**src/rtl/ram_ahbl_pkg.sv**
```systemverilog
// ---------------------------------------------------------------------------
// ram_ahbl_pkg
// Shared definitions for the AHB-Lite front end of the 4K x 32 DFFRAM macro:
// HTRANS and HSIZE encodings, plus the controller FSM state type.
// ---------------------------------------------------------------------------
package ram_ahbl_pkg;

    // AHB-Lite transfer types; only NONSEQ and SEQ carry a transfer
    localparam logic [1:0] HTRANS_IDLE   = 2'b00;
    localparam logic [1:0] HTRANS_BUSY   = 2'b01;
    localparam logic [1:0] HTRANS_NONSEQ = 2'b10;
    localparam logic [1:0] HTRANS_SEQ    = 2'b11;

    // AHB-Lite transfer sizes supported by the RAM
    localparam logic [2:0] HSIZE_BYTE = 3'd0;
    localparam logic [2:0] HSIZE_HALF = 3'd1;
    localparam logic [2:0] HSIZE_WORD = 3'd2;

    // Controller states; READ/WRITE/ERR* describe the current data phase
    typedef enum logic [2:0] {
        ST_IDLE   = 3'd0,
        ST_READ   = 3'd1,
        ST_WRITE  = 3'd2,
        ST_WSTALL = 3'd3,
        ST_ERR1   = 3'd4,
        ST_ERR2   = 3'd5
    } state_t;

endpackage

```
**src/rtl/ram_ahbl_lane_dec.sv**
```systemverilog
// ---------------------------------------------------------------------------
// ram_ahbl_lane_dec
// Combinational decode of transfer size and low address bits into the four
// byte-lane write enables of the RAM word, plus an alignment/size legality
// flag.
//   size    in  3  HSIZE of the address phase
//   addr_lo in  2  HADDR[1:0] of the address phase
//   lanes   out 4  byte lanes touched (bit n = byte n of the word)
//   legal   out 1  1 = supported size and naturally aligned
// ---------------------------------------------------------------------------
module ram_ahbl_lane_dec
    import ram_ahbl_pkg::*;
(
    input  logic [2:0] size,
    input  logic [1:0] addr_lo,
    output logic [3:0] lanes,
    output logic       legal
);

    // Size/offset to lane mask and legality
    always_comb begin
        lanes = 4'b0000;
        legal = 1'b0;
        case (size)
            HSIZE_BYTE: begin
                legal = 1'b1;
                case (addr_lo)
                    2'd0:    lanes = 4'b0001;
                    2'd1:    lanes = 4'b0010;
                    2'd2:    lanes = 4'b0100;
                    2'd3:    lanes = 4'b1000;
                    default: lanes = 4'b0000;
                endcase
            end
            HSIZE_HALF: begin
                legal = ~addr_lo[0];
                if (addr_lo[1]) begin
                    lanes = 4'b1100;
                end else begin
                    lanes = 4'b0011;
                end
            end
            HSIZE_WORD: begin
                legal = (addr_lo == 2'b00);
                lanes = 4'b1111;
            end
            default: begin
                lanes = 4'b0000;
                legal = 1'b0;
            end
        endcase
    end

endmodule

```
**src/rtl/ram_ahbl_ctrl.sv**
```systemverilog
// ---------------------------------------------------------------------------
// ram_ahbl_ctrl
// AHB-Lite slave front end for a 2**AW x 32 single-port DFFRAM macro.
// Reads are issued straight from the address phase (zero wait states);
// writes are committed in the data phase from the registered address. When a
// write data phase overlaps a read address phase the port is busy, so one
// wait state (WSTALL) is inserted and the read is issued in the following
// cycle. Illegal sizes / misaligned transfers get a two-cycle ERROR.
//   CLK, RSTn                         clock, async active-low reset
//   HSEL HTRANS HWRITE HSIZE HADDR    AHB-Lite address phase
//   HWDATA HREADY                     write data, bus-level ready
//   HRDATA HREADYOUT HRESP            slave response
//   RAM_EN RAM_WE RAM_A RAM_Di RAM_Do macro port (Do valid one cycle after read)
// ---------------------------------------------------------------------------
module ram_ahbl_ctrl
    import ram_ahbl_pkg::*;
#(
    parameter int AW = 12
) (
    input  logic          CLK,
    input  logic          RSTn,
    input  logic          HSEL,
    input  logic [1:0]    HTRANS,
    input  logic          HWRITE,
    input  logic [2:0]    HSIZE,
    input  logic [31:0]   HADDR,
    input  logic [31:0]   HWDATA,
    input  logic          HREADY,
    output logic [31:0]   HRDATA,
    output logic          HREADYOUT,
    output logic          HRESP,
    output logic          RAM_EN,
    output logic [3:0]    RAM_WE,
    output logic [AW-1:0] RAM_A,
    output logic [31:0]   RAM_Di,
    input  logic [31:0]   RAM_Do
);

    state_t        state_r;
    state_t        next_s;
    logic [AW-1:0] addr_r;
    logic [3:0]    lanes_r;
    logic [3:0]    lanes_s;
    logic          legal_s;
    logic          accept_s;
    logic          rd_pending_s;
    logic          hready_s;
    logic          hresp_s;
    logic [31:0]   hrdata_s;
    logic          wr_en_s;
    logic          issue_rd_s;
    logic          unused_s;

    // Upper address bits alias; HTRANS[0] only separates NONSEQ from SEQ
    assign unused_s = ^{HADDR[31:AW+2], HTRANS[0]};

    ram_ahbl_lane_dec u_lane_dec (
        .size    (HSIZE),
        .addr_lo (HADDR[1:0]),
        .lanes   (lanes_s),
        .legal   (legal_s)
    );

    assign accept_s     = HSEL & HTRANS[1] & HREADY;
    // A read sitting in the address phase while the write owns the RAM port
    assign rd_pending_s = (state_r == ST_WRITE) & HSEL & HTRANS[1] & ~HWRITE;

    // Response and write-port drive, decoded from the current data phase
    always_comb begin
        hready_s = 1'b1;
        hresp_s  = 1'b0;
        hrdata_s = 32'h0000_0000;
        wr_en_s  = 1'b0;
        case (state_r)
            ST_READ: begin
                hrdata_s = RAM_Do;
            end
            ST_WRITE: begin
                wr_en_s  = 1'b1;
                hready_s = ~rd_pending_s;
            end
            ST_ERR1: begin
                hready_s = 1'b0;
                hresp_s  = 1'b1;
            end
            ST_ERR2: begin
                hresp_s = 1'b1;
            end
            default: begin
                hready_s = 1'b1;
            end
        endcase
    end

    // Reads go to the RAM from the address phase; RSTn gating keeps the
    // macro quiet while reset is held even if the bus shows a read
    assign issue_rd_s = RSTn & hready_s & accept_s & legal_s & ~HWRITE;

    assign HREADYOUT = hready_s;
    assign HRESP     = hresp_s;
    assign HRDATA    = hrdata_s;
    assign RAM_EN    = wr_en_s | issue_rd_s;
    assign RAM_WE    = wr_en_s ? lanes_r : 4'b0000;
    assign RAM_A     = issue_rd_s ? HADDR[AW+1:2] : addr_r;
    assign RAM_Di    = HWDATA;

    // Data-phase state chosen from the address phase being accepted
    always_comb begin
        if (accept_s) begin
            if (!legal_s) begin
                next_s = ST_ERR1;
            end else if (HWRITE) begin
                next_s = ST_WRITE;
            end else begin
                next_s = ST_READ;
            end
        end else begin
            next_s = ST_IDLE;
        end
    end

    // FSM state and registered write address/lanes
    always_ff @(posedge CLK or negedge RSTn) begin
        if (!RSTn) begin
            state_r <= ST_IDLE;
            addr_r  <= '0;
            lanes_r <= 4'b0000;
        end else if (state_r == ST_ERR1) begin
            state_r <= ST_ERR2;
        end else if (rd_pending_s) begin
            state_r <= ST_WSTALL;
        end else begin
            state_r <= next_s;
            if (accept_s && legal_s && HWRITE) begin
                addr_r  <= HADDR[AW+1:2];
                lanes_r <= lanes_s;
            end
        end
    end

endmodule
```
**config.mk**
```make
export PLATFORM = sky130hd
export DESIGN_NAME = ram_ahbl_ctrl
export DESIGN_NICKNAME = d
export VERILOG_FILES = /design/src/rtl/ram_ahbl_pkg.sv /design/src/rtl/ram_ahbl_lane_dec.sv /design/src/rtl/ram_ahbl_ctrl.sv
export SDC_FILE = /design/constraint.sdc
export NUM_CORES = 1
export LEC_CHECK = 0
export CAP_MARGIN = 10
export CORE_MARGIN = 8
export CORE_UTILIZATION = 30
export CTS_BUF_LIST = sky130_fd_sc_hd__clkbuf_16
export CTS_CLUSTER_SIZE = 20
export DETAILED_ROUTE_END_ITERATION = 16
export PLACE_DENSITY = 0.88
export REMOVE_ABC_BUFFERS = 1
export SYNTH_ARGS = -nofsm -noshare
export SYNTH_HDL_FRONTEND = slang
export SYNTH_HIERARCHICAL = 1
export SYNTH_SLANG_ARGS = --single-unit
```
**constraint.sdc**
```tcl
create_clock -name CLK -period 6.5 [get_ports CLK]
set_input_delay 1.3 -clock CLK [delete_from_list [all_inputs] [get_ports CLK]]
set_output_delay 1.3 -clock CLK [all_outputs]
set_load 0.02 [all_outputs]
```
==> run_results.csv <==
group,metric,value,unit
power,netSwitchingPower,0.000271,W
cts,cts_setup_buffers,0,
power,power_density,291,nW/um^2
detailed_routing,avgRoutedWirePerCell,22.6,um
power,comb_power_share,60.3,%
worst_setup_path,arrival,3.84,ns
timing,layout_min_cycle_time,5.14,ns
cts,cts_tree,"yes",
timing,slew_headroom,52.1,%
timing,tightest_slew,0.715,ns
final_layout,nets,339,
detailed_routing,first_iter_violations,16,
cts,clk_pin_slew_worst_paths,0.05,ns
detailed_routing,drtAntennaViolNets,0,
timing,setup_viol,0,
worst_setup_path,cp-end-kind,"output pin",
yosys,syn_area,1630,sq um
yosys,netlist_instances,159,
run,timing.max_cap.violations,0,
worst_setup_path,worst_setup_path_start_kind,"input port",
placement,pre_cts_slack,1.34,ns
timing,rsz0062_at_grt,"false",
final_layout,stdcell_area,2570,sq um
cts,cts_buffers,3,
floorplanning,die_area,8040,sq um
power,power_frac_clock,16.2,%
placement,placed_area,2490,sq um
power,ir_drop,0.000134,V
timing,worst_slack,1.36,ns
yosys,syn_avg_cell_area,10.2,sq um
cts,cts.repair.resized,0,
detailed_routing,drc_errors,0,
global_routing,grt_max_degree,33,
global_routing,grt_pass1_wl,9.44,mm
power,power.leakage,1.13,nW
global_routing,grt_antenna_before_repair,0,
floorplanning,die_h,89.7,um
timing,hold_viol_final,0,
yosys,synth-edff-count,0,
worst_setup_path,path_max_fanout,13,
yosys,yosysWarnings,6,
worst_setup_path,critPathKind,"input port to output pin",
yosys,seq_area_frac_synth,29.2,%
final_layout,area_growth,57.9,%
final_layout,fillers,490,
power,switching_share,36.2,%
floorplanning,ios,189,
yosys,synth-main-ff-cell,"dfrtp_1",
timing,drv_slew,0,
timing,fmax,195,MHz
detailed_routing,dr.pass1.iters,5,
final_layout,diodes,0,
placement,gp_congestion,0.810,
global_routing,grt_pass1_vias,1510,
final_layout,fin_util,47.9,%
detailed_routing,wirelength,6.87,mm
detailed_routing,viasPerCell,4.64,
timing,finClkSkew,0.00488,ns
min_path,min_path_type,"flip-flop to flip-flop",
timing,hold_slack,0.499,ns
cts,clock_path_buffers,2,
power,power_frac_seq,23.6,%
floorplanning,die_width,89.7,um
cts,htreeDepth,1,
yosys,async_flop_share,100,%
placement,dpl.hpwl,5.88,mm
worst_setup_path,required,5.20,ns
yosys,ys_types,30,
global_routing,grt.total_usage,16.5,%
timing,setup-tns-final,0,ns
final_layout,layout-drive-gt1-share,16.8,%
cts,clock-sinks,19,
cts,clk_latency,0.25,ns
floorplanning,core,5370,sq um
timing,period_share,79.0,%
global_routing,grt_remaining_overflow,0,
outcome,outcome,"complete, no violations",
cts,holdBufCountCts,0,
detailed_routing,vias,1412,
placement,port_buffers,105,
cts,root_buffer,"clkbuf_16",
yosys,ys_seq_elements,19,
floorplanning,start_util,30.3,%
power,p_int,0.000478,W
floorplanning,num_rows,27,
layout make-up:
cell class / instances / area (sq um) / share of cell area [%]
Sequential cell: 19 / 475 / 18.5
Timing Repair Buffer: 107 / 1070 / 41.4
Tap cell: 72 / 90.1 / 3.50
Clock inverter: 1 / 3.75 / 0.146
Inverter: 3 / 11.3 / 0.438
Clock buffer: 3 / 75.1 / 2.92
Multi-Input combinational cell: 99 / 851 / 33.1
cell usage after synthesis, types with 2 or more instances:
cell      instances  share of area, %
and2_1           32                12
buf_4            32                15
mux2_2           10               6.9
and3_1            4               1.5
o21ai_0           3              0.92
buf_12            2               2.5
nand2b_1          2              0.77
dfrtp_1          19                29
a21oi_1           6               1.8
nand2_1           3              0.69
mux2_4           18                17
nor3_1            2              0.61
nor2_1            5               1.2
clkbuf_1          3              0.69
inv_1             3              0.69
power groups by stage:
stage / sequential (W) / clock, W / combinational, W
after global placement: 0.000175 / 0 / 0.000451
after detailed placement: 0.000179 / 0 / 0.000455
final: 0.000177 / 0.000121 / 0.000452
after floorplan: 0.000170 / 0 / 0.000240
after global routing: 0.000183 / 0.000131 / 0.000484
after CTS: 0.000177 / 0.000126 / 0.000458
metrics by stage:
stage                     total power (W)  std cells
after floorplan                  0.000410        121
after global placement           0.000626        300
after detailed placement         0.000634        300
after CTS                        0.000760        304
after global routing             0.000797        304
final                            0.000750        304
state kept, by name, summed over array words and instances (netlist names):
signal,cells
addr_r,12
lanes_r,4
state_r,3
critical path, stage by stage:
cell and delay [ns]:
clkdlybuf4s50_1 0.48, nor3_1 0.21, nor2_1 0.06, nor2_1 0.19, and4_4 0.30, o2111ai_4 0.34, mux2_4 0.41, clkdlybuf4s50_1 0.55
cell usage in the layout (no fill, tap or decap), drive strengths merged, types with 2 or more instances in the layout:
master	netlist	routed
and3	4	4
a21oi	6	6
inv	3	4
nor3	2	2
and2	32	32
mux2	28	28
nand2b	2	2
nor2	5	5
o21ai	3	3
dfrtp	19	19
buf	35	2
clkdlybuf4s50	0	105
nand2	3	3
clkbuf	3	3
routing by layer:
layer	routed length [um]	global-route usage, %
met5	51	5.56
met4	0	1.81
met3	1310	12.4
met2	3190	27.3
met1	2320	16.2
cells by family (layout without fill, tap and decap cells):
| logic type | count (synthesis) | after routing | synth area share (%) |
|---|---|---|---|
| xor gates and xnor gates | 1 | 1 | 0.538 |
| muxes | 28 | 28 | 23.5 |
| AOI/OAI and AO/OA | 15 | 15 | 7.60 |
| and+or+nand+nor | 55 | 55 | 20.3 |
| DFF | 19 | 19 | 29.2 |
| buffers and inverters | 41 | 114 | 18.9 |
path summary, 6_finish.rpt:
path / start / to / slack, ns / cells past startpoint
setup / recovery: HSIZE[0] / RAM_A[9] / 1.36 / 8
hold / removal: addr_r[0] / addr_r[0] / 0.50 / 1
setup reg to reg: state_r[0] / addr_r[3] / 4.67 / 3
hold reg to reg: addr_r[0] / addr_r[0] / 0.50 / 1
max in group asynchronous: RSTn / state_r[1] / 4.88 / 2
min in group asynchronous: RSTn / addr_r[7] / 1.39 / 2
Power figures use the tool's default switching activity.
